<file path="src/rtl/cmp_filter_pkg.sv">
// cmp_filter_pkg: shared FSM states, default parameters and saturation helper for the complementary filter
package cmp_filter_pkg;
    typedef enum logic [1:0] {IDLE, CALC, DONE} fsm_t;
    localparam int DEF_N_CH = 3;
    localparam int DEF_W = 24;
    localparam int DEF_AW = 8;
    localparam int DEF_DT_SHIFT = 0;
    localparam logic [2:0] DEF_ACC_MASK = 3'b011;
    function automatic logic signed [63:0] sat(input logic signed [63:0] v, input int w);
        logic signed [63:0] hi, lo;
        hi = (64'sd1 <<< (w - 1)) - 64'sd1;
        lo = -(64'sd1 <<< (w - 1));
        return v > hi ? hi : v < lo ? lo : v;
    endfunction
endpackage

</file>
<file path="src/rtl/cmp_blend_unit.sv">
// cmp_blend_unit: one channel of predict (gyro integration), accelerometer blend and saturation
module cmp_blend_unit import cmp_filter_pkg::*; #(
    parameter int W = DEF_W,
    parameter int AW = DEF_AW,
    parameter int DT_SHIFT = DEF_DT_SHIFT
) (
    input  logic signed [W-1:0] state,
    input  logic signed [W-1:0] gyro,
    input  logic signed [W-1:0] acc,
    input  logic [AW:0]         alpha,
    input  logic                blend_en,
    output logic signed [W-1:0] result
);
    localparam int PW = W + AW + 3;
    logic signed [W:0]    sum;
    logic signed [W-1:0]  pred;
    logic signed [W+1:0]  diff;
    logic signed [PW-1:0] p;
    logic signed [PW-1:0] bl;
    always_comb begin
        sum = (W+1)'(state) + (W+1)'(gyro >>> DT_SHIFT);
        pred = W'(sat(64'(sum), W));
        diff = (W+2)'(pred) - (W+2)'(acc);
        p = PW'(diff) * PW'($signed({1'b0, alpha}));
        bl = PW'(acc) + (p >>> AW);
        result = blend_en ? W'(sat(64'(bl), W)) : pred;
    end
endmodule

</file>
<file path="src/rtl/cmp_filter_tdm.sv">
// cmp_filter_tdm: time-multiplexed N-channel complementary filter, one channel per clock through a shared blend unit
module cmp_filter_tdm import cmp_filter_pkg::*; #(
    parameter int N_CH = DEF_N_CH,
    parameter int W = DEF_W,
    parameter int AW = DEF_AW,
    parameter int DT_SHIFT = DEF_DT_SHIFT,
    parameter logic [N_CH-1:0] ACC_MASK = N_CH'(DEF_ACC_MASK)
) (
    input  logic              clk,
    input  logic              rst_n,
    input  logic              clr,
    input  logic              in_valid,
    output logic              in_ready,
    input  logic [N_CH*W-1:0] gyro_bus,
    input  logic [N_CH*W-1:0] acc_bus,
    input  logic [AW:0]       alpha,
    output logic [N_CH*W-1:0] angle_bus,
    output logic              out_valid,
    output logic              busy
);
    localparam int CW = N_CH > 1 ? $clog2(N_CH) : 1;
    localparam logic [AW:0] A_MAX = (AW+1)'(1) << AW;
    fsm_t              fsm;
    logic [CW-1:0]     ch;
    logic [N_CH*W-1:0] gyro_q;
    logic [N_CH*W-1:0] acc_q;
    logic [AW:0]       alpha_q;
    logic [N_CH*W-1:0] st;
    logic signed [W-1:0] res;

    assign in_ready = fsm == IDLE;
    assign busy = fsm != IDLE;

    cmp_blend_unit #(.W(W), .AW(AW), .DT_SHIFT(DT_SHIFT)) u_blend (
        .state(st[ch*W +: W]),
        .gyro(gyro_q[ch*W +: W]),
        .acc(acc_q[ch*W +: W]),
        .alpha(alpha_q),
        .blend_en(ACC_MASK[ch]),
        .result(res)
    );

    // angle_bus only moves in DONE so every channel updates in the same cycle
    always_ff @(posedge clk or negedge rst_n) begin
        if (!rst_n) begin
            fsm <= IDLE;
            ch <= '0;
            gyro_q <= '0;
            acc_q <= '0;
            alpha_q <= '0;
            st <= '0;
            angle_bus <= '0;
            out_valid <= 1'b0;
        end else if (clr) begin
            fsm <= IDLE;
            ch <= '0;
            st <= '0;
            angle_bus <= '0;
            out_valid <= 1'b0;
        end else begin
            out_valid <= 1'b0;
            case (fsm)
                IDLE: if (in_valid) begin
                    gyro_q <= gyro_bus;
                    acc_q <= acc_bus;
                    alpha_q <= alpha > A_MAX ? A_MAX : alpha;
                    ch <= '0;
                    fsm <= CALC;
                end
                CALC: begin
                    st[ch*W +: W] <= res;
                    if (ch == CW'(N_CH - 1)) fsm <= DONE;
                    else ch <= ch + CW'(1);
                end
                DONE: begin
                    angle_bus <= st;
                    out_valid <= 1'b1;
                    fsm <= IDLE;
                end
                default: fsm <= IDLE;
            endcase
        end
    end
endmodule

</file>
<file path="config.mk">
export PLATFORM = sky130hd
export DESIGN_NAME = cmp_filter_tdm
export DESIGN_NICKNAME = d
export VERILOG_FILES = /design/src/rtl/cmp_filter_pkg.sv /design/src/rtl/cmp_blend_unit.sv /design/src/rtl/cmp_filter_tdm.sv
export SDC_FILE = /design/constraint.sdc
export NUM_CORES = 1
export LEC_CHECK = 0
export CAP_MARGIN = 20
export CELL_PAD_IN_SITES_DETAIL_PLACEMENT = 1
export CELL_PAD_IN_SITES_GLOBAL_PLACEMENT = 2
export CORE_MARGIN = 3
export CORE_UTILIZATION = 39
export CTS_CLUSTER_DIAMETER = 80
export DETAILED_ROUTE_END_ITERATION = 8
export PLACE_DENSITY = 0.88
export SKIP_CTS_REPAIR_TIMING = 1
export SYNTH_ARGS = -nofsm -noshare
export SYNTH_HDL_FRONTEND = slang
export SYNTH_SLANG_ARGS = --single-unit
</file>
<file path="constraint.sdc">
create_clock -name clk -period 24.8 [get_ports clk]
set_input_delay 4.96 -clock clk [delete_from_list [all_inputs] [get_ports clk]]
set_output_delay 4.96 -clock clk [all_outputs]
set_load 0.02 [all_outputs]
</file>
# --- After elaboration in Yosys (flattened, before gate mapping) ---
# Cells that the tools add are included.
totals:
  in_bits: 157
  ff_bits: 302
  out_inout_bits: 75
  word_cells: 64
op_classes:
  n_lt_le_gt_ge: 6
  n_addsub: 5
  mul: 2
  eq_ne: 6
  reduce_logical: 8
  muxes: 23
  bitwise: 1
  shifts: 5
op_table:
  columns: ["cell", "count"]
  rows:
  - ["$mux W72", 4]
  - ["$shiftx A72 B8 Y24", 3]
  - ["$mux W24", 5]
  - ["$bwmux W72", 1]
  - ["$shift A24 B34 Y72 const A", 1]
  - ["$shiftx A24 B34 Y72", 1]
  - ["$mul A25 B10 Y35", 1]
  - ["$neg A7 Y34", 1]
  - ["$add A24 B27 Y28", 1]
  - ["$gt A28 B24 Y1 const B", 1]
  - ["$lt A28 B24 Y1 const B", 1]
  - ["$add A24 B24 Y25", 1]
  - ["$gt A25 B24 Y1 const B", 1]
  - ["$lt A25 B24 Y1 const B", 1]
  - ["$sub A24 B24 Y25", 1]
  - ["$mux W2", 6]
  - ["$gt A9 B9 Y1 const B", 1]
  - ["$mux W9", 1]
  - ["$ne A3 B3 Y1 const B", 3]
  - ["$pmux W2 S2", 2]
  - ["$reduce_and A3 Y1", 2]
  - ["$reduce_bool A2 Y1", 3]
  - ["$eq A2 B2 Y1 const B", 2]
  - ["$mul A2 B2 Y4 const B", 1]
  - ["9 further kinds", 11]

# --- Depth between registers and ports, before layout ---
# Gate-level depths: netlist (run 1).
depth:
  ltp_word: 17
  depth_mapped: 65
  depth_no_buf: 61

# --- Modules after synthesis ---
# From an unflattened synthesis (run 1), not the netlist that was laid out.
hier_totals:
  cells_unflattened: 2537
  hier_area_um2: 25471.9
by_module_without_submodules:
  columns: ["mod", "cells_per_inst", "seq_area_each_um2", "area_per_inst_um2", "instances"]
  rows:
  - ["cmp_filter_tdm", 1024, 7557.2, 13459.2, 1]
  - ["cmp_blend_unit", 1513, 0.0, 12012.8, 1]

# --- Worst setup path before layout (run 1) ---
# OpenSTA, ideal clock, no wires.
synth_timing:
  path_kind: "reg-to-reg"
  start: "reg ch[1]"
  end: "reg st[32]"
  synth_period_minus_slack_ns: 14.111
  setup_ns: 0.096
  arrival_ns: 14.015
  path_buffers: 4
  t_required_ns: 24.704
  path_stages_with_launch: 59
  setup_slack_ns: 10.689
  path_cell_list: "dfrtp_1 -> clkbuf_1 -> clkbuf_1 -> buf_1 -> mux2i_1 -> o21ai_0 -> ha_1 -> nand4_1 -> or4_4 -> o211ai_4 -> a21oi_1 -> a21o_1 -> o21ai_0 -> ha_1 -> inv_1 -> fa_1 -> a21o_1 -> a21oi_1 -> [23 not listed] -> a21oi_1 -> o21a_1 -> o21a_1 -> o21a_1 -> nor2_1 -> xnor2_1 -> ha_1 -> a21oi_1 -> o21ai_0 -> a31oi_1 -> o21ai_0 -> or2_2 -> xor2_1 -> a41oi_2 -> buf_2 -> a2111oi_0 -> a211oi_1 -> o31ai_1"
synth_via:
  elab_chain_len: 17
  word_cells_on_any_way: 25
  classes_between: "add/sub (4); mul (2); order compare (4); shift (5); mux (10)"
synth_lines:
  columns: ["item", "line_no", "source"]
  rows:
  - ["from (decl)", "cmp_filter_tdm.sv:24", "logic [CW-1:0] ch;"]
  - ["from (signal assigned)", "cmp_filter_tdm.sv:73", "else ch <= ch + CW'(1);"]
  - ["$mul A2 B2 Y4", null, null]
  - ["$shiftx A72 B8 Y24 (on tied branches)", "cmp_filter_tdm.sv:35, cmp_filter_tdm.sv:36", null]
  - ["$add A24 B24 Y25", "cmp_blend_unit.sv:21", "sum = (W+1)'(state) + (W+1)'(gyro >>> DT_SHIFT);"]
  - ["$lt A25 B24 Y1", "cmp_filter_pkg.sv:13", "return v > hi ? hi : v < lo ? lo : v;"]
  - ["$mux W24 (2 in series)", "cmp_filter_pkg.sv:13", null]
  - ["$sub A24 B24 Y25", "cmp_blend_unit.sv:23", "diff = (W+2)'(pred) - (W+2)'(acc);"]
  - ["$mul A25 B10 Y35", "cmp_blend_unit.sv:24", "p = PW'(diff) * PW'($signed({1'b0, alpha}));"]
  - ["$add A24 B27 Y28", "cmp_blend_unit.sv:25", "bl = PW'(acc) + (p >>> AW);"]
  - ["$lt A28 B24 Y1", "cmp_filter_pkg.sv:13", null]
  - ["$mux W24 (2 in series)", "cmp_filter_pkg.sv:13", null]
  - ["$mux W24", "cmp_blend_unit.sv:26", "result = blend_en ? W'(sat(64'(bl), W)) : pred;"]
  - ["$shiftx A24 B34 Y72", "cmp_filter_tdm.sv:71", "st[ch*W +: W] <= res;"]
  - ["$bwmux W72 *", "cmp_filter_tdm.sv:71", null]
  - ["$mux W72 *", "cmp_filter_tdm.sv:62", "case (fsm)"]
  - ["$mux W72 *", "cmp_filter_tdm.sv:54", "end else if (clr) begin"]
  - ["to (signal, indexed assignment)", "cmp_filter_tdm.sv:71", null]
  - ["to (decl)", "cmp_filter_tdm.sv:28", "logic [N_CH*W-1:0] st;"]
# Every way passes the cells marked *; elsewhere a longest branch is shown, timed or not. The select of a mux whose other input is x is not followed.
# A chain may end at the register's enable or synchronous reset.

# --- Worst setup path after layout (run 1) ---
layout_timing:
  start: "reg ch[1]"
  end: "reg st[36]"
# The elaborated chain is that of the path after synthesis.

==> impl_metrics.py, run 1 <==
metrics = {
    "finish": {
        "fillers": 7469,
        "final_nets": 3565,
        "antennaDiodeCount": 0,
        "layout-drive-gt1-share_pct": 4.307,
        "syn2layout_area_growth_pct": 17.14,
    },
    "worst_setup_path": {
        "cp_max_fo": 48,
        "critPathArrivalTime_ns": 18.62,
        "critPathSlowestCell": "buf_4",
        "path_buf_inv": 7,
        "crit_required_ns": 25.23,
        "critPathKind": "reg -> reg",
        "startpoint_type": "register",
        "cpMostUsedCell": "a21oi_1",
        "path_delay_family": "compound AO/OA/AOI/OAI gates",
        "cp-end-kind": "register",
        "max_stage_delay_ns": 0.76,
    },
    "global_route": {
        "antenna_found_initial": 1,
        "overflow": 0,
        "track_usage_pct": 25.83,
        "grt_pass1_vias": 23080,
        "grt_max_degree": 122,
        "grt_pass1_wl_mm": 136.4,
    },
    "synth": {
        "syn_inst": 2896,
        "yosysSeqAreaShare_pct": 29.99,
        "ys_types": 83,
        "syn_avg_cell_area_sq_um": 8.701,
        "synth-compound-area-share_pct": 15.92,
        "ys_ff_latch": 302,
        "yosysWarnings": 0,
        "synthXorXnorAreaFrac_pct": 2.761,
        "synth_top_family_by_area": "adder cells",
        "synth_edf_count": 0,
        "synthFlopType": "dfrtp_1",
        "synthMuxAreaShare_pct": 3.451,
        "syn-cell-area_sq_um": 25200,
        "netlist_top_cells_area": "dfrtp_1 (30%), fa_1 (15%), nand2_1 (11%), ha_1 (7.7%), inv_1 (4.2%)",
        "synthTopCellsByCount": "nand2_1 (730), dfrtp_1 (302), inv_1 (282)",
        "yosys.area.top_type": "dfrtp_1",
        "syn_nets": 3396,
        "yosys.area_share.simple_pct": 19.01,
        "synth_most_common_cell": "nand2_1",
        "synth-adder-area-share_pct": 22.60,
        "synth_top_area_share_pct": 29.99,
        "async_flop_share_pct": 100.0,
    },
    "die": {
        "rows": 92,
        "die_w_um": 260.2,
        "start_util_pct": 39.66,
        "dieHeight_um": 260.2,
        "core_area_sq_um": 63540,
        "boundaryPins": 232,
        "dieArea_sq_um": 67700,
    },
    "placed_design": {
        "post-dp-hpwl_mm": 68.16,
        "io_buffer_count": 231,
        "gp_congestion": 0.9594,
    },
    "clock_network": {
        "tritoncts": "done",
        "cts_root_buffer": "clkbuf_16",
        "path_clk_slew_ns": 0.06,
        "clockBufferDepth": 3,
        "htreeDepth": 2,
        "clock_latency_ns": 0.56,
        "cts.sink_count": 302,
        "numCtsBuffers": 35,
    },
    "timing": {
        "relSlewSlack_pct": 26.84,
        "final.min_clock_period_ns": 18.19,
        "rsz0062_at_grt": "false",
        "finalSetupViolCount": 0,
        "period_share_pct": 73.34,
        "fin_setup_tns_ns": 0,
        "max_slew.worst_pin.slew_ns": 1.088,
        "final-hold-violation-count": 0,
        "final_max_slew_viol_count": 0,
        "fmax_ghz": 0.05498,
        "skew_ns": 0.03338,
    },
    "routing": {
        "avgRoutedWirePerCell_um": 22.10,
        "drcViolationCount": 0,
        "drtIter0Drc": 1460,
        "drt-total-wl_mm": 86.92,
        "first_pass_iters": 5,
        "via_per_inst": 5.566,
        "ant_nets": 0,
        "vias": 21900,
    },
    "run_status": {
        "status": "finished clean",
    },
    "worst_hold_path": {
        "hold_path_class": "reg -> reg",
    },
    "run": {
        "drv_cap": 0,
    },
}
==> worst min-delay path: cells and delay by family, from the launching register on <==
family,cells,cell delay (ns)
AND/OR/NAND/NOR,2,0.10
flip-flops,1,0.34
==> cell type report <==
type,count,area (sq um),area share (%)
Clock buffer,47,1002,3.395
Sequential cell,302,7562,25.62
Multi-Input combinational cell,2178,16100,54.53
Clock inverter,13,142.6,0.4832
Tap cell,846,1059,3.586
Inverter,283,1062,3.599
Timing Repair Buffer,265,2592,8.783
==> sequential cells by signal, indices dropped and copies added, names as in the netlist <==
register / flops
alpha_q: 9
angle_bus: 72
out_valid: 1
fsm: 2
acc_q: 72
gyro_q: 72
ch: 2
st: 72
==> layout by cell type (no fill, tap or decap), drive strengths merged, types with 6 or more instances in the layout <==
| cell | synthesis | layout |
|---|---|---|
| a211oi | 13 | 13 |
| a21o | 45 | 45 |
| a21oi | 120 | 120 |
| a221o | 13 | 13 |
| a22o | 88 | 88 |
| a22oi | 8 | 8 |
| a31oi | 12 | 12 |
| and2 | 106 | 106 |
| and3 | 14 | 14 |
| buf | 17 | 35 |
| clkbuf | 116 | 47 |
| clkdlybuf4s50 | 0 | 230 |
| clkinv | 1 | 8 |
| dfrtp | 302 | 302 |
| fa | 187 | 187 |
| ha | 156 | 156 |
| inv | 282 | 285 |
| mux2 | 7 | 7 |
| mux2i | 79 | 79 |
| nand2 | 730 | 730 |
| nand2b | 30 | 30 |
| nand3 | 26 | 26 |
| nand4 | 13 | 13 |
| nor2 | 98 | 98 |
| nor2b | 25 | 25 |
| nor3 | 24 | 24 |
| nor4 | 8 | 8 |
| o211a | 6 | 6 |
| o211ai | 18 | 18 |
| o21a | 13 | 13 |
| o21ai | 146 | 146 |
| o21bai | 8 | 8 |
| o221ai | 19 | 19 |
| o31ai | 9 | 9 |
| xnor2 | 49 | 49 |
| xor2 | 27 | 27 |
==> final timing paths <==
kind,startpoint,end,slack [ns],cells past startpoint
worst min-delay path,acc_q[6]$_DFFE_PN0P_,acc_q[6]$_DFFE_PN0P_,0.47,2
max in group asynchronous,rst_n,st[12]$_DFFE_PN0P_,18.28,3
worst max-delay path,ch[1]$_DFFE_PN0P_,st[36]$_DFFE_PN0P_,6.61,58
min in group asynchronous,rst_n,gyro_q[55]$_DFFE_PN0P_,4.50,1
worst min register to register,acc_q[6]$_DFFE_PN0P_,acc_q[6]$_DFFE_PN0P_,0.47,2
worst max register to register,ch[1]$_DFFE_PN0P_,st[36]$_DFFE_PN0P_,6.61,58
==> kinds of logic after synthesis <==
| family | after synthesis |
|---|---|
| AO/OA/AOI/OAI | 571 |
| adder cells (fa/ha/maj) | 343 |
| XOR/XNOR | 77 |
| AND/OR/NAND/NOR | 1101 |
| multiplexers | 86 |
| buffers and inverters | 416 |
| flip-flops | 302 |
==> per-layer routing <==
layer  up-vias  GRT usage [%]  part of all wire, %
met1     11250          36.60                   46
met4         2          6.891                  2.7
met2       559          41.88                   47
met5         -              0                0.015
li1       9957              -                    -
met3       131          3.145                  4.7
==> per-stage QoR <==
stage          setup WS (ns)  hold slack, ns  utilization [%]  instance area, sq um  cells
6_report               6.612          0.4724            46.45                 29520   3934
5_1_grt                5.412          0.4894            46.45                 29520   3934
4_1_cts                6.872          0.4770            46.41                 29490   3933
3_5_place_dp           6.991          0.4614            44.61                 28340   3873
3_3_place_gp           7.488          0.4539            44.61                 28340   3873
2_1_floorplan          10.69          0.4401                -                 25200   2896
Power of run 1 is not shown: default switching activity piles up to over one toggle a cycle in this logic, so the estimate is an artifact.
==> inputs of run 2 (changes only) <==
- CORE_UTILIZATION: 39 -> 33
- PLACE_DENSITY: 0.88 -> 0.79
- clock period: 24.8 -> 15.97 ns (I/O delays scaled with it)
==> run 2 against run 1 <==
- via count barely moved
- final area rose by 1.9%
- fmax rose by 20%
- clock skew fell by 0.0057 ns
- critical path depth rose by 2
- highest routed layer unchanged
==> impl_metrics.py, run 2 (synthesis results as in run 1) <==
metrics = {
    "die": {
        "boundaryPins": 232,
        "rows": 100,
        "die_w_um": 282.3,
        "dieHeight_um": 282.3,
        "dieArea_sq_um": 79710,
        "start_util_pct": 33.57,
        "core_area_sq_um": 75070,
    },
    "run": {
        "drv_cap": 0,
    },
    "routing": {
        "ant_nets": 0,
        "avgRoutedWirePerCell_um": 21.80,
        "drt-total-wl_mm": 89.23,
        "drtIter0Drc": 1576,
        "vias": 21910,
        "first_pass_iters": 5,
        "via_per_inst": 5.353,
        "drcViolationCount": 0,
    },
    "worst_setup_path": {
        "reg2reg_from": "ch[0]$_DFFE_PN0P_",
        "critPathSlowestCell": "mux2i_1",
        "crit_required_ns": 16.42,
        "max_stage_delay_ns": 0.83,
        "startpoint_type": "register",
        "cp_max_fo": 72,
        "critPathArrivalTime_ns": 15.59,
        "cp-startpoint": "ch[0]$_DFFE_PN0P_",
        "critPathKind": "reg -> reg",
        "cp-end-kind": "register",
    },
    "finish": {
        "syn2layout_area_growth_pct": 19.34,
        "regArea_sq_um": 7562,
        "multi_input_area_sq_um": 16160,
        "final_nets": 3598,
        "fillers": 8728,
        "layout_commonest_cell": "nand2_1",
        "fin_area_sq_um": 30070,
        "layout-drive-gt1-share_pct": 5.604,
        "layout_common_cells": "nand2_1 (730), dfrtp_1 (300), inv_1 (282)",
    },
    "run_status": {
        "status": "finished clean",
    },
    "timing": {
        "final_max_slew_viol_count": 0,
        "fmax_ghz": 0.06605,
        "max_slew.worst_pin.slew_ns": 1.064,
        "period_share_pct": 94.80,
        "final.min_clock_period_ns": 15.14,
        "finalSetupViolCount": 0,
        "skew_ns": 0.02771,
        "relSlewSlack_pct": 27.01,
        "final-hold-violation-count": 0,
        "rsz0062_at_grt": "false",
    },
    "worst_hold_path": {
        "hold_path_class": "reg -> reg",
        "holdCritStartpoint": "acc_q[7]$_DFFE_PN0P_",
    },
    "global_route": {
        "grt_pass1_vias": 23540,
        "overflow": 0,
        "antenna_found_initial": 4,
        "grt_pass1_wl_mm": 139.8,
        "grt_max_degree": 115,
        "track_usage_pct": 22.52,
    },
    "clock_network": {
        "clockBufferDepth": 3,
        "numCtsBuffers": 37,
        "htreeDepth": 2,
        "cts.sink_count": 302,
        "cts_root_buffer": "clkbuf_16",
        "path_clk_slew_ns": 0.06,
        "clock_latency_ns": 0.54,
        "tritoncts": "done",
    },
    "placed_design": {
        "gp_congestion": 0.8923,
        "io_buffer_count": 231,
        "dpl_cell_area_sq_um": 28760,
        "post-dp-hpwl_mm": 70.45,
    },
}
## run 2: cell count changes in the layout (fill, tap and decap cells not counted), moves of 2 or more
cell       previous run  this run
clkinv_2              6         3
a31oi_2               0         2
bufinv_16             2         4
o21ai_0             142       140
buf_12                0         3
buf_4                33        61
a31oi_1              12        10
clkbuf_1              5         9
## run 2: per-stage QoR
step	hold WS, ns	utilization, %	std cells	setup WS, ns	TNS, ns
after detailed placement	0.4618	38.31	4026	0.04487	0
final	0.4715	40.06	4093	0.8305	0
after global routing	0.4940	40.05	4092	0.05655	0
after global placement	0.4579	38.31	4026	0.4679	0
after CTS	0.4767	39.94	4090	-0.07379	-0.2742
after floorplan	0.4401	-	2896	1.859	0
## run 2: layout make-up
class | count | area share, %
multi-input combinational | 2178 | 53.74
antenna | 1 | 0.008322
clock buffer | 51 | 3.420
inverter | 283 | 3.533
tap | 969 | 4.032
timing repair buffer | 296 | 9.479
clock inverter | 13 | 0.6366
sequential | 302 | 25.15
## run 2: per-layer routing
layer  routed length (um)  GRT usage, %
met1                41340         31.85
met2                42300         37.41
met3                 3723         2.286
met4                 1839         4.918
met5                   27             0
## run 2: path summary, 6_finish.rpt
check,slack (ns),end,cells past startpoint
max,0.83,st[63]$_DFFE_PN0P_,60
min,0.47,acc_q[7]$_DFFE_PN0P_,2
max reg2reg,0.83,st[63]$_DFFE_PN0P_,60
min reg2reg,0.47,acc_q[7]$_DFFE_PN0P_,2
max in group asynchronous,11.08,alpha_q[4]$_DFFE_PN0P_,3
min in group asynchronous,2.70,gyro_q[12]$_DFFE_PN0P_,1
## run 2: worst max-delay path, delay by kind of cell, from the launching register on
family | cells | cell delay (ns)
compound gates | 31 | 6.39
xor+xnor | 2 | 0.32
fa+ha+maj | 10 | 4.19
buf+inv | 7 | 0.89
flops | 1 | 0.58
mux | 2 | 1.16
simple gates | 8 | 1.41
Power of run 2 is left out for the same reason.
==> inputs of run 3 (changes only) <==
- GPL_ROUTABILITY_DRIVEN: not set -> 0
==> run 3 against run 2 <==
- first-iteration DRC count decreased by 1.1%
- final area grew 0.53%
- sequential cell count did not move
- critical path depth fell by 1
- routed wire length hardly changed
- cell count rose by 0.39%
- critical endpoint is now st[14]$_DFFE_PN0P_
- global-route usage grew 0.073 points
- via count is 0.65% higher
- core utilization increased by 0.21 points
- worst setup slack lost 0.055 ns
- die area unchanged
==> impl_metrics.py, run 3 (synthesis results as in run 1) <==
metrics = {
    "timing": {
        "final.min_clock_period_ns": 15.19,
        "final-hold-violation-count": 0,
        "fmax_ghz": 0.06581,
        "max_slew.worst_pin.slew_ns": 0.9929,
        "finalSetupViolCount": 0,
        "final_max_slew_viol_count": 0,
        "skew_ns": 0.01576,
        "relSlewSlack_pct": 33.58,
        "period_share_pct": 95.14,
    },
    "finish": {
        "regArea_sq_um": 7562,
        "fin_cells": 4109,
        "fin_area_sq_um": 30230,
        "layout_common_cells": "nand2_1 (730), dfrtp_1 (300), inv_1 (282)",
        "final_nets": 3613,
        "fillers": 8783,
        "layout-drive-gt1-share_pct": 6.180,
        "layout_commonest_cell": "nand2_1",
        "multi_input_area_sq_um": 16170,
        "syn2layout_area_growth_pct": 19.97,
        "final_core_util_pct": 40.27,
    },
    "worst_setup_path": {
        "r2r_end": "st[14]$_DFFE_PN0P_",
        "r2r_cells": 59,
        "max_stage_delay_ns": 0.60,
        "critPathKind": "reg -> reg",
        "critPathSlowestCell": "dfrtp_4",
        "crit_required_ns": 16.40,
        "cp_max_fo": 15,
        "reg2reg_slack_ns": 0.78,
        "reg2reg_from": "ch[1]$_DFFE_PN0P_",
        "cp-end-kind": "register",
        "startpoint_type": "register",
        "critPathArrivalTime_ns": 15.63,
    },
    "routing": {
        "drcViolationCount": 0,
        "avgRoutedWirePerCell_um": 21.73,
        "vias": 22050,
        "drtIter0Drc": 1558,
        "drt-total-wl_mm": 89.30,
        "first_pass_iters": 6,
        "via_per_inst": 5.367,
        "ant_nets": 0,
    },
    "placed_design": {
        "dp.cells": 4026,
        "post-dp-hpwl_mm": 69.92,
        "dpl_cell_area_sq_um": 28750,
        "io_buffer_count": 231,
    },
    "clock_network": {
        "clock_latency_ns": 0.54,
        "clockBufferDepth": 3,
        "path_clk_slew_ns": 0.06,
        "tritoncts": "done",
        "cts.sink_count": 302,
        "cts_root_buffer": "clkbuf_16",
        "htreeDepth": 2,
        "numCtsBuffers": 36,
    },
    "global_route": {
        "grt_max_degree": 127,
        "grt_pass1_wl_mm": 140.1,
        "overflow": 0,
        "antenna_found_initial": 3,
        "track_usage_pct": 22.59,
        "grt_pass1_vias": 23840,
    },
    "die": {
        "dieHeight_um": 282.3,
        "dieArea_sq_um": 79710,
        "die_w_um": 282.3,
        "rows": 100,
        "start_util_pct": 33.57,
        "core_area_sq_um": 75070,
        "boundaryPins": 232,
    },
    "worst_hold_path": {
        "holdCritStartpoint": "acc_q[19]$_DFFE_PN0P_",
        "hold_path_class": "reg -> reg",
        "hold_end": "acc_q[19]$_DFFE_PN0P_",
        "hold_depth": 2,
    },
    "run": {
        "drv_cap": 0,
    },
    "run_status": {
        "status": "finished clean",
    },
}
run 3: cell type report:
type	instances	share of cell area, %
antenna	1	0.008278
clock buffer	51	3.502
clock inverter	13	0.5339
inverter	283	3.514
multi-input combinational	2178	53.50
sequential	302	25.02
tap	969	4.011
timing repair buffer	312	9.917
run 3: worst max-delay path: cells and delay by family, from the launching register on:
kind	cells	cell delay, ns
flops	1	0.60
fa+ha+maj	10	4.21
simple gates	7	1.27
xor+xnor	2	0.54
mux	1	0.16
buf+inv	8	1.03
compound gates	31	7.26
run 3: per-stage QoR:
stage / hold WS, ns / TNS, ns / setup WS [ns]
2_1_floorplan: 0.4401 / 0 / 1.859
3_3_place_gp: 0.4586 / 0 / 0.4106
3_5_place_dp: 0.4639 / -0.6165 / -0.1304
4_1_cts: 0.4780 / -2.486 / -0.2458
5_1_grt: 0.4942 / -0.09170 / -0.09170
6_report: 0.4723 / 0 / 0.7756
run 3: routing by layer:
metal,global-route usage [%],share of wire (%),vias to the layer above
met2,37.15,47,568
met1,31.23,45,11280
met5,0,0.015,-
met4,5.542,2.2,2
li1,-,-,10070
met3,3.566,5.3,131
run 3: how the worst max path moves through the flow:
| stage | to | from | slack, ns | cells past startpoint |
|---|---|---|---|---|
| after detailed placement | st[37]$_DFFE_PN0P_ | ch[1]$_DFFE_PN0P_ | -0.13 | 59 |
| after CTS | st[37]$_DFFE_PN0P_ | ch[1]$_DFFE_PN0P_ | -0.25 | 58 |
| final | st[14]$_DFFE_PN0P_ | ch[1]$_DFFE_PN0P_ | 0.78 | 59 |
| after global placement | st[69]$_DFFE_PN0P_ | ch[1]$_DFFE_PN0P_ | 0.41 | 59 |
| after floorplan | st[32]$_DFFE_PN0P_ | ch[1]$_DFFE_PN0P_ | 1.86 | 58 |
| after global routing | st[14]$_DFFE_PN0P_ | ch[1]$_DFFE_PN0P_ | -0.09 | 60 |
Power of run 3 is left out for the same reason.
==> edit 1: new RTL, config.mk and constraints of run 3 <==
`DEF_AW`: 8 -> 7.
--- a/src/rtl/cmp_filter_pkg.sv
+++ b/src/rtl/cmp_filter_pkg.sv
@@ -4,5 +4,5 @@
     localparam int DEF_N_CH = 3;
     localparam int DEF_W = 24;
-    localparam int DEF_AW = 8;
+    localparam int DEF_AW = 7;
     localparam int DEF_DT_SHIFT = 0;
     localparam logic [2:0] DEF_ACC_MASK = 3'b011;
Interface: changed (resized alpha); port bits go from 232 to 231. The function was not compared with the original's and may differ.
==> edit 1 against run 3 <==
- wire length is 2.4% lower
- design area fell by 5.1%
- count of clock-buffer cells in the layout rose by 2
- hold slack got worse by 0.0020 ns
- clock skew is 0.020 ns higher
- worst setup slack got worse by 0.025 ns
- sequential share of layout area up 1.2 points
- synthesized area is 4.9% lower
- first-iteration DRC count rose by 4.0%
- sequential cell count shrank 1
Power is left out: the tool's default activity adds up to more than one toggle a clock period on the data nets, which glitch-free logic cannot reach.
==> edit 1: results (changes against run 3) <==
Parameter                              Value

Outcome
  Status    completed

CTS
  Insertion delay of the later-clocked pin in the worst-skew pair    0.59 ns (+0.05 ns)
  Cell chosen for the clock root    sky130_fd_sc_hd__clkbuf_16
  H-Tree Level Count    2 (unchanged)
  Clock slew at reported path FFs    0.06 ns (about the same)
  Number of buffers added by the clock tree synthesis step    36 (unchanged)
  Maximum number of buffers from clock root to sink    3 (unchanged)

Logic synthesis
  Portion of the post-synthesis area used by sequential elements    31.4% (+1.4 points)
  Count of different cell masters after synthesis    85 (+2.4%)
  Number of flops mapped to enable cells by yosys    0 (unchanged)
  Compound-Gate Fraction of Synth Area    16.3% (+0.41 points)
  Top FF cell, synth    sky130_fd_sc_hd__dfrtp_1
  Post-synthesis mux area share    3.14% (-0.31 points)
  Post-Syn Nets    3214 (-5.4%)
  Library cell with the highest instance count after synthesis    sky130_fd_sc_hd__nand2_1
  Largest cells by area after synthesis    sky130_fd_sc_hd__dfrtp_1 31%, sky130_fd_sc_hd__fa_1 13%, sky130_fd_sc_hd__nand2_1 11%
  Parity-gate share of the synthesized area counting xor and xnor cells    3.18% (+0.42 points)
  Synth cell count leaders    677 x sky130_fd_sc_hd__nand2_1, 301 x sky130_fd_sc_hd__dfrtp_1, 271 x sky130_fd_sc_hd__inv_1, 158 x sky130_fd_sc_hd__fa_1, 146 x sky130_fd_sc_hd__ha_1
  Adder-cell share of the synthesized area    20.9% (-1.7 points)
  Fraction of registers with async set/reset    100% (unchanged)
  Number of warnings reported in the yosys synthesis log    0 (unchanged)

Finish
  Total of fill cells in the finished design    8414 (-4.2%)
  Nets    3405 (-5.8%)
  Fraction of layout instances using a drive strength above 1    4.85% (-1.3 points)
  Diode count    0 (-1)

Flow run
  Number of maximum-capacitance violations    0 (unchanged)

Global route
  Vias in the first global route    22700 (-4.8%)
  GR Util All Layers    22.9% (+0.32 points)
  Antenna violations before repair    2 (-1)
  Largest net degree at the start of global routing    178 (+40%)
  Wire length of the first global-routing pass    135000 µm (-3.6%)

Critical path
  Crit-path slowest cell    sky130_fd_sc_hd__dfrtp_4
  Slowest stage delay, CP    0.68 ns (+0.08 ns)
  Data arrival time of the critical path    15.65 ns (+0.02 ns)
  CP max FO    19 (+4)

Detailed routing
  Violation count after the first detailed-route iteration    1621 (+4.0%)
  TritonRoute pass-1 iters    5 (-1)
  Per-cell routed wire length    22.2 µm (+2.3%)
  Via-to-Cell Ratio    5.35 (-0.39%)

STA
  Worst Skew    0.0360 ns (+0.0203 ns)
  Relative max-transition margin    14.0% (-20 points)

Place
  Detailed placement HPWL    67500 µm (-3.4%)
  IO buf count    230 (-0.43%)

Worst hold path
  Kind of path behind the tightest hold check    flip-flop to flip-flop
==> edit 1: cell types whose count changed in the layout (fill, tap and decap cells not counted), moves of 13 or more <==
cell	run 3	this run
sky130_fd_sc_hd__nand2_1	730	677
sky130_fd_sc_hd__a21oi_1	115	97
sky130_fd_sc_hd__and2_1	105	123
sky130_fd_sc_hd__o21ai_1	3	16
sky130_fd_sc_hd__buf_4	76	36
sky130_fd_sc_hd__nor2_1	98	111
sky130_fd_sc_hd__fa_1	187	158
sky130_fd_sc_hd__a21o_1	44	31
==> edit 1: worst max-delay path: cells and delay by family (launching register included) <==
kind	cells	cell delay, ns
AND/OR/NAND/NOR	7	1.60
XOR/XNOR	2	0.92
adder cells (fa/ha/maj)	8	3.55
multiplexers	1	0.46
flip-flops	1	0.68
buffers and inverters	3	0.43
AO/OA/AOI/OAI	29	7.44
==> edit 1: layer usage <==
metal,vias up,part of all wire (%),global-route usage [%]
met4,2,2.5,6.30
met3,122,5.8,3.06
met2,618,46,37.2
li1,9542,-,-
met1,10700,45,32.1
met5,-,0.013,0
==> edit 1: cell families after synthesis <==
family | Yosys count
and+or+nand+nor | 1036
AOI/OAI and AO/OA | 556
buffers and inverters | 393
adders and majority gates | 306
DFF | 301
xor gates and xnor gates | 87
muxes | 75
==> edit 1: cell type report <==
cell class	count	area share, %
multi-input combinational	2061	52.4
sequential	301	26.3
timing repair buffer	273	9.40
tap	950	4.14
clock buffer	53	3.68
inverter	272	3.56
clock inverter	11	0.576
==> edit 1: worst paths after layout <==
path | start | end | slack (ns) | cells after the start
worst max-delay path | ch[1] | st[63] | 0.75 | 50
worst min-delay path | gyro_q[4] | gyro_q[4] | 0.47 | 2
worst max register to register | ch[1] | st[63] | 0.75 | 50
worst min register to register | gyro_q[4] | gyro_q[4] | 0.47 | 2
max in group asynchronous | rst_n | ch[1] | 11.45 | 2
min in group asynchronous | rst_n | gyro_q[16] | 2.65 | 1
==> edit 1: per-stage QoR <==
stage                     std cells  util, %  setup WS [ns]  area [µm²]  TNS (ns)
final                          3921     40.0          0.751       28700         0
after CTS                      3915     39.8         -0.488       28600     -2.29
after global placement         3849     38.1       -0.00937       27300  -0.00937
after floorplan                2754        -           2.24       24000         0
after global routing           3921     40.0         0.0291       28700         0
after detailed placement       3851     38.1         -0.423       27300     -1.91
==> edit 2: new RTL, settings of run 3 <==
Without the edit above. Make the reset (`rst_n`) synchronous in one clocked block.
--- a/src/rtl/cmp_filter_tdm.sv
+++ b/src/rtl/cmp_filter_tdm.sv
@@ -42,5 +42,5 @@
 
     // angle_bus only moves in DONE so every channel updates in the same cycle
-    always_ff @(posedge clk or negedge rst_n) begin
+    always_ff @(posedge clk) begin
         if (!rst_n) begin
             fsm <= IDLE;
Check against the original RTL: differs if rst_n is asserted again (counterexample within 4 cycles, from zero or initial values and one cycle with rst_n low); with rst_n held inactive, the same outputs for 4 cycles.
==> edit 2 against run 3 <==
- critical path type unchanged
- synthesized area increased by 0.33%
- sequential share of layout area down 5.0 points
- die area is 0.32% higher
- design area is essentially flat
- wire length grew 4.2%
- clock skew rose by 0.024 ns
- hold slack lost 0.015 ns
- utilization shrank 0.052 points
- worst setup slack gained 0.0040 ns
- sequential cell count stayed put
- highest routed layer is now met4
Power is left out: it rests on default switching activity, and per cell area and clock period it moved more than threefold.
==> edit 2: results (changes against run 3) <==
Parameter                              Value

Finish
  Fraction of layout instances using a drive strength above 1    6.11% (-0.070 points)
  Layout area overhead    19.6%
  Total of fill cells in the finished design    9007 (+2.6%)
  Nets    3877 (+7.3%)

Worst hold path
  Cells on Worst Hold Path    2 (unchanged)
  Kind of path behind the tightest hold check    flip-flop to flip-flop

STA
  Worst Skew    0.0399 ns (+0.0242 ns)
  Relative max-transition margin    23.7% (-9.9 points)
  Fin. max-slew vios    0 (unchanged)

CTS
  Cell chosen for the clock root    sky130_fd_sc_hd__clkbuf_16
  Insertion delay of the later-clocked pin in the worst-skew pair    0.57 ns (+0.03 ns)

Logic synthesis
  Largest cells by area after synthesis    sky130_fd_sc_hd__dfxtp_1 24%, sky130_fd_sc_hd__fa_1 15%, sky130_fd_sc_hd__nand2_1 11%
  Portion of the post-synthesis area used by sequential elements    23.9% (-6.1 points)
  Adder-cell share of the synthesized area    22.4% (-0.18 points)
  Number of warnings reported in the yosys synthesis log    0 (unchanged)
  Fraction of registers with async set/reset    0% (-100 points)
  Compound-Gate Fraction of Synth Area    19.4% (+3.5 points)
  Synth Instances    3202 (+11%)
  Count of different cell masters after synthesis    103 (+24%)
  Post-Syn Nets    3699 (+8.9%)
  Synth cell count leaders    755 x sky130_fd_sc_hd__nand2_1, 302 x sky130_fd_sc_hd__dfxtp_1, 292 x sky130_fd_sc_hd__inv_1, 213 x sky130_fd_sc_hd__a21oi_1, 187 x sky130_fd_sc_hd__fa_1
  Parity-gate share of the synthesized area counting xor and xnor cells    3.09% (+0.33 points)
  Post-synthesis mux area share    3.29% (-0.16 points)

Critical path
  Reg2reg path depth    58 (-1.7%)
  Crit-path slowest cell    sky130_fd_sc_hd__fa_1
  Crit path max-delay family    compound AO/OA/AOI/OAI gates
  CP max FO    16 (+1)
  Data arrival time of the critical path    15.59 ns (-0.04 ns)
  Slowest stage delay, CP    0.56 ns (-0.04 ns)

Global route
  Met1 Use GR    31.8% (+0.60 points)
  Global-route met2 utilization    37.5% (+0.37 points)
  Wire length of the first global-routing pass    144000 µm (+2.4%)
  GR Util All Layers    23.0% (+0.43 points)
  Vias in the first global route    24600 (+3.2%)
  Largest net degree at the start of global routing    104 (-18%)
  Antenna violations before repair    1 (-2)
  GR Util met3    3.46% (-0.11 points)

Detailed routing
  Violation count after the first detailed-route iteration    1557 (-0.064%)
  Per-cell routed wire length    21.0 µm (-3.3%)
  Length of routed met2 wiring    42600 µm (+1.3%)
  Met3 wirelength from detailed routing    5130 µm (+7.4%)
  TritonRoute pass-1 iters    7 (+1)
  Total number of vias    23300 (+5.7%)
  Sum of routed wire length over all layers    93000 µm (+4.2%)
  Top layer used by detailed routing    met4

Place
  Number of placed instances with taps included    4352 (+8.1%)
  Detailed placement HPWL    72600 µm (+3.8%)
  Worst-case setup slack after placement    0.229 ns (+0.359 ns)
  Post-detailed-placement cell area    0.0288 mm² (+0.23%)

Outcome
  Status    completed
-- edit 2: cell count changes in the layout (fill, tap and decap cells not counted), moves of 16 or more --
cell                       before  now
sky130_fd_sc_hd__dfxtp_1        0  300
sky130_fd_sc_hd__dfrtp_1      300    0
sky130_fd_sc_hd__o22ai_1        1   31
sky130_fd_sc_hd__a21oi_1      115  210
sky130_fd_sc_hd__a22oi_1        8   26
sky130_fd_sc_hd__a21o_1        44   27
sky130_fd_sc_hd__a21boi_0       3  147
sky130_fd_sc_hd__o221ai_1      19    3
sky130_fd_sc_hd__nand2_1      730  755
sky130_fd_sc_hd__o22a_1         0   21
sky130_fd_sc_hd__nand3_1       26   56
sky130_fd_sc_hd__o21ai_0      140  110
sky130_fd_sc_hd__nor2b_1       24   40
sky130_fd_sc_hd__a22o_1        88    6
-- edit 2: path summary, 6_finish.rpt --
| kind | from | end | slack, ns |
|---|---|---|---|
| worst max register to register | ch[1] | st[64] | 0.78 |
| worst min-delay path | angle_bus[56] | angle_bus[56] | 0.46 |
| worst min register to register | angle_bus[56] | angle_bus[56] | 0.46 |
| worst max-delay path | ch[1] | st[64] | 0.78 |
-- edit 2: cell type report --
class	instances	area share [%]
diodes	1	0.00828
clock buffers	51	3.41
clock inverters	11	0.513
inverters	293	3.64
multi-input cells	2425	57.9
flip-flops and latches	302	20.0
well taps	1020	4.22
repair buffers	322	10.3
-- edit 2: worst reg2reg max path, delay by kind of cell, from the launching register on --
family / cells / cell delay (ns)
compound gates: 27 / 6.99
fa+ha+maj: 9 / 4.03
simple gates: 14 / 2.43
buf+inv: 6 / 0.71
flops: 1 / 0.42
mux: 1 / 0.29
xor+xnor: 1 / 0.19
